$ cat config.mk
export PLATFORM = sky130hd
export DESIGN_NAME = vc_test_sink_file
export DESIGN_NICKNAME = d
export VERILOG_FILES = /design/src/rtl/vc_test_sink_pkg.sv /design/src/rtl/vc_test_sink_lfsr.sv /design/src/rtl/vc_test_sink_file.sv
export SDC_FILE = /design/constraint.sdc
export NUM_CORES = 1
export LEC_CHECK = 0
export ABC_AREA = 1
export BUFFER_PORTS_ARGS = -buffer_cell sky130_fd_sc_hd__buf_4
export CORE_UTILIZATION = 35
export DETAILED_ROUTE_END_ITERATION = 10
export PLACE_DENSITY = 0.6
export SLEW_MARGIN = 20
export SYNTH_ARGS = -nofsm -noshare
export SYNTH_HDL_FRONTEND = slang
export SYNTH_HIERARCHICAL = 1
export SYNTH_SLANG_ARGS = --single-unit
$ cat constraint.sdc
create_clock -name clk -period 2.5 [get_ports clk]
set_input_delay 0.5 -clock clk [delete_from_list [all_inputs] [get_ports clk]]
set_output_delay 0.5 -clock clk [all_outputs]
set_load 0.03 [all_outputs]
$ cat src/rtl/vc_test_sink_pkg.sv
// Shared types and constants for the val/rdy test sink.
package vc_test_sink_pkg;

    typedef enum logic [1:0] {
        S_RECV = 2'd0,
        S_WAIT = 2'd1,
        S_DONE = 2'd2
    } sink_state_t;

    localparam int unsigned       c_lfsr_nbits   = 16;
    localparam logic [15:0]       c_lfsr_seed    = 16'hACE1;
    // Galois feedback mask for taps 16,14,13,11 (right-shifting form)
    localparam logic [15:0]       c_lfsr_taps    = 16'hB400;
    localparam int unsigned       c_errcnt_nbits = 32;

    // Saturating increment for the error counter
    function automatic logic [c_errcnt_nbits-1:0] sat_inc(input logic [c_errcnt_nbits-1:0] v);
        return (&v) ? v : v + 1'b1;
    endfunction

endpackage

$ cat src/rtl/vc_test_sink_lfsr.sv
// 16-bit Galois LFSR used to draw random rdy-low gaps in the test sink.
module vc_test_sink_lfsr
    import vc_test_sink_pkg::*;
(
    input  logic                    clk,
    input  logic                    reset_n,
    output logic [c_lfsr_nbits-1:0] lfsr
);

    // Free-running shift every cycle out of reset
    always_ff @(posedge clk or negedge reset_n) begin
        if (!reset_n) begin
            lfsr <= c_lfsr_seed;
        end else begin
            lfsr <= {1'b0, lfsr[c_lfsr_nbits-1:1]} ^ (lfsr[0] ? c_lfsr_taps : '0);
        end
    end

endmodule

$ cat src/rtl/vc_test_sink_file.sv
// Test-harness val/rdy sink: checks received messages in order against a
// loaded expected list, counts mismatches and overflow transfers, raises done
// once every expected message has been accepted.
// Optional feature macro: VC_TEST_SINK_RAND_DELAY_EN (random rdy-low gaps).
module vc_test_sink_file
    import vc_test_sink_pkg::*;
#(
    parameter int unsigned  p_msg_nbits   = 1,
    parameter int unsigned  p_num_msgs    = 1024,
    parameter int unsigned  p_max_delay   = 0,
    localparam int unsigned c_index_nbits = (p_num_msgs > 1) ? $clog2(p_num_msgs) : 1
)(
    input  logic                      clk,
    input  logic                      reset_n,
    input  logic                      val,
    output logic                      rdy,
    input  logic [p_msg_nbits-1:0]    msg,
    output logic                      done,
    output logic                      err,
    output logic [c_errcnt_nbits-1:0] num_errs,
    output logic [c_index_nbits-1:0]  first_err
);

    localparam int unsigned c_count_nbits = c_index_nbits + 1;
    localparam int unsigned c_delay_nbits = $clog2(p_max_delay + 2);
    localparam logic [c_count_nbits-1:0] c_capacity = c_count_nbits'(p_num_msgs);

    // Expected-message memory and fill level; filled by the load tasks, untouched by reset
    logic [p_msg_nbits-1:0]   m [p_num_msgs];
    logic [c_count_nbits-1:0] index_max;

    sink_state_t               state, state_next;
    logic [c_index_nbits-1:0]  index, index_next;
    logic [c_delay_nbits-1:0]  delay_cnt, delay_next;
    logic [c_errcnt_nbits-1:0] num_errs_next;
    logic [c_index_nbits-1:0]  first_err_next;
    logic                      err_next;
    logic                      rdy_next;
    logic                      done_next;
    logic                      xfer;
    logic                      last;

`ifdef VC_TEST_SINK_RAND_DELAY_EN
    logic [c_lfsr_nbits-1:0]  lfsr;
    logic [c_delay_nbits-1:0] draw;

    vc_test_sink_lfsr u_lfsr (
        .clk     (clk),
        .reset_n (reset_n),
        .lfsr    (lfsr)
    );

    assign draw = c_delay_nbits'(lfsr % c_lfsr_nbits'(p_max_delay + 1));
`endif

    assign xfer = val && rdy;
    assign last = (c_count_nbits'(index) == (index_max - c_count_nbits'(1)));

    // Next-state, counters and next values of the registered outputs
    always_comb begin
        state_next     = state;
        index_next     = index;
        delay_next     = delay_cnt;
        num_errs_next  = num_errs;
        err_next       = err;
        first_err_next = first_err;

        case (state)
            S_RECV: begin
                if (index_max == '0) begin
                    state_next = S_DONE;
                end else if (xfer) begin
                    if (msg !== m[index]) begin
                        num_errs_next = sat_inc(num_errs);
                        err_next      = 1'b1;
                        if (!err) begin
                            first_err_next = index;
                        end
                    end
                    index_next = index + 1'b1;
                    if (last) begin
                        state_next = S_DONE;
                    end
`ifdef VC_TEST_SINK_RAND_DELAY_EN
                    else if (draw != '0) begin
                        state_next = S_WAIT;
                        delay_next = draw;
                    end
`endif
                end
            end
            S_WAIT: begin
                if (delay_cnt > c_delay_nbits'(1)) begin
                    delay_next = delay_cnt - 1'b1;
                end else begin
                    delay_next = '0;
                    state_next = S_RECV;
                end
            end
            S_DONE: begin
                if (xfer) begin
                    num_errs_next = sat_inc(num_errs);
                    err_next      = 1'b1;
                end
            end
            default: begin
                state_next = S_RECV;
            end
        endcase

        rdy_next  = (state_next != S_WAIT);
        done_next = (state_next == S_DONE);
    end

    // State, index, delay counter and registered outputs
    always_ff @(posedge clk or negedge reset_n) begin
        if (!reset_n) begin
            state     <= S_RECV;
            index     <= '0;
            delay_cnt <= '0;
            rdy       <= 1'b0;
            done      <= 1'b0;
            err       <= 1'b0;
            num_errs  <= '0;
            first_err <= '0;
        end else begin
            state     <= state_next;
            index     <= index_next;
            delay_cnt <= delay_next;
            rdy       <= rdy_next;
            done      <= done_next;
            err       <= err_next;
            num_errs  <= num_errs_next;
            first_err <= first_err_next;
        end
    end

    // A val that is X outside reset means the upstream harness is broken
    vc_assert_not_x: assert property (@(posedge clk) disable iff (!reset_n) !$isunknown(val));

    // Empty the expected list
    task automatic clear_msgs();
        index_max = '0;
    endtask

    // Append one value to the expected list
    task automatic push_msg(input logic [p_msg_nbits-1:0] value);
        if (index_max < c_capacity) begin
            m[index_max[c_index_nbits-1:0]] = value;
            index_max = index_max + 1'b1;
        end
    endtask

endmodule

==> summary.md <==
| Metric | Value |
|---|---|
| Status | `complete, but fails checks` |
| Failing checks | `design-rule violations` |
| TritonCTS clock tree | `done` |
| Highest Clock Rate | `0.478 GHz` |
| Final period util | `83.7%` |
| Full die area | `7210 um^2` |
| Most common cell after layout, fill and taps aside | `nand2_1` |
| Crit path kind | `reg -> reg` |
| Die X | `84.9 um` |
| Hpwl dp | `4310 um` |
| Clk slew on worst S/H paths | `80 ps` |
| Final Hold Violating Endpoints | `0` |
| Worst-Skew Late Latency | `300 ps` |
| Die Height | `84.9 um` |
| Max Root-Sink Buffers | `2` |
| CTS Buf Count | `5` |
| Final setup fails | `0` |
| Layout area overhead | `18.9%` |
| FF+latch count, synth | `36` |
| Post-synth EDFFs | `0` |
| Crit path largest cell delay | `430 ps` |
| Met3 usage | `3.40%` |
| Number of fill cells in the layout | `678` |
| Worst path required time | `2690 ps` |
| Cell repeated most along the worst path | `nand2_4` |
| CP Cell Sequence | `ha_1 -> clkinv_1 -> nor2_4 -> nand2_4 -> nor2_8 -> nand2_4 -> nand2_4 -> inv_4 -> nand2_1 -> nand2_1` |
| CTS resizes | `0` |
| Min-Delay Path Class | `in -> async` |
| Root buf cell | `clkbuf_8` |
| Setup ws final | `406 ps` |
| Met1 GRT Util | `25.3%` |
| Largest fanout on the critical path | `25` |
| Fin util | `44.0%` |
| Area post-placement | `2700 um^2` |
| RD Place Congestion | `0.867` |
| CP max-delay cell | `dfrtp_1` |
| Most frequent cells in the layout | `nand2_1, nor2_1, buf_4` |
| Critical Path Start Type | `flop` |
| Async set or reset register ratio after synthesis | `100%` |
| Main flop type after synthesis | `dfrtp_1` |
| GR Util All Layers | `17.6%` |
| Antenna cells | `0` |
| H-Tree Depth | `2` |
| RSZ-0062 raised after global routing | `no` |
| Crit end category | `flop` |
| Largest net degree at the start of global routing | `37` |
| WL per Instance | `12.1 um` |
| Gr ovfl total | `0` |
| Worst r2r path cells | `10` |
| First-pass GRT wire length | `9960 um` |
| Site Rows | `29` |
| Design area | `2860 um^2` |
| Kind of cell adding the most delay to the critical path | `simple AND/OR/NAND/NOR gates` |
| Synth Instances | `364` |
| Max cap viols | `0` |
| Core area | `6490 um^2` |
| Antenna Nets Post-Route | `0` |
| Initial antenna violation count | `0` |
| Netlist cell types | `24` |
| Remaining DRCs | `4` |
| Worst reg-to-reg setup slack | `410 ps` |
| Clk_skew | `8.25 ps` |
| Post-CTS Setup Inserts | `0` |
| Drt via density | `4.56` |
| DP Worst Slack | `416 ps` |
| Max Slew Vio Count | `0` |
| Vias in the first global route | `1975` |
| WP buf/inv | `2` |
| Worst vdd ir | `0.210 mV` |
| Arr. time, crit path | `2280 ps` |
| Worst r2r dst | `num_errs[29]` |
| Post-Syn Area | `2400 um^2` |
| PortBufs | `37` |
| Nets@finish | `409` |
| Number of I/O pins | `49` |
| Sink Count | `36` |
| Share of layout cells above drive strength 1 | `14.8%` |
| Final min period | `2090 ps` |
| Seq/Total Area, Yosys | `37.5%` |
| Cts hold-fix bufs | `0` |
| DRT iter0 DRCs | `137` |
| Avg Inst Size Synth | `6.61 um^2` |
| PD cells | `473 nW/um^2` |
| Initial core utilization | `37.0%` |
| Yosys warning count | `2076` |
| Reg2reg start | `num_errs[1]` |
| Leak | `0.00145 uW` |
| M2 GR Usage | `27.2%` |
| Post-Route Setup TNS | `0 ps` |
| Gr busiest metal | `met2` |
| First drt pass iteration count | `10` |
| Routed wire length | `5810 um` |
| Vias | `2199` |
==> Yosys cell counts, types with 3 or more instances <==
master	count	area share, %
nand2_4	3	1.4
nor2_4	3	1.4
nand4_1	5	1.3
nand2_1	177	28
dfrtp_1	36	37
inv_1	28	4.4
nand3_1	17	3.5
buf_6	3	1.4
xor2_1	8	2.9
nor2_1	47	7.3
xnor2_1	6	2.2
buf_4	12	3.7
==> logic make-up (layout without fill, tap and decap cells) <==
| family | count (synthesis) | after routing | share of synthesized area [%] |
|---|---|---|---|
| and+or+nand+nor | 262 | 262 | 45.8 |
| buffers and inverters | 45 | 76 | 9.94 |
| DFF | 36 | 36 | 37.5 |
| xor gates and xnor gates | 14 | 14 | 5.10 |
| AOI/OAI and AO/OA | 4 | 4 | 0.832 |
| other | 2 | 12 | 0.312 |
| adders and majority gates | 1 | 1 | 0.520 |
==> flip-flops by register name, indices dropped and copies added, names as in the netlist <==
register and flops:
state 1, rdy 1, done 1, err 1
num_errs 32
==> routing by layer <==
| metal | vias to the layer above | wire length (um) |
|---|---|---|
| met5 | - | 0 |
| met4 | 0 | 65 |
| met3 | 6 | 323 |
| met2 | 64 | 2580 |
| met1 | 966 | 2840 |
| li1 | 1163 | - |
==> cell type report <==
class	count	area, um^2	share of cell area (%)
Multi-Input combinational cell	293	1300	45.6
Tap cell	77	96.3	3.37
Clock inverter	3	90.1	3.15
Clock buffer	5	68.8	2.41
Timing Repair Buffer	38	285	9.98
Inverter	30	115	4.03
Sequential cell	36	901	31.5
==> stage by stage <==
step	hold slack (ps)	power, uW	std cells
after floorplan	204	630	374
after global placement	457	634	474
after detailed placement	463	634	474
after CTS	176	1360	482
after global routing	185	1390	482
final	153	1350	482
==> power by group <==
| group | internal [uW] | switching, uW |
|---|---|---|
| registers | 583 | 0.636 |
| clock network | 499 | 233 |
| logic | 3.25 | 33.8 |
==> worst max-delay path by stage <==
stage | start | end | slack (ps) | depth (start not counted)
3_5_place_dp | num_errs[1] | num_errs[31] | 420 | 10
5_1_grt | num_errs[1] | num_errs[25] | 180 | 10
4_1_cts | num_errs[1] | num_errs[29] | 400 | 10
6_report | num_errs[1] | num_errs[29] | 410 | 10
3_3_place_gp | num_errs[1] | num_errs[22] | 470 | 10
2_1_floorplan | num_errs[1] | num_errs[29] | 630 | 11
==> worst register-to-register path: stages, from the launching register on <==
cell and delay [ps]:
dfrtp_1 430, ha_1 260, clkinv_1 150, nor2_4 170
nand2_4 110, nor2_8 160, nand2_4 100, nand2_4 260
inv_4 190, nand2_1 120, nand2_1 50
(Power assumes the default switching activity.)
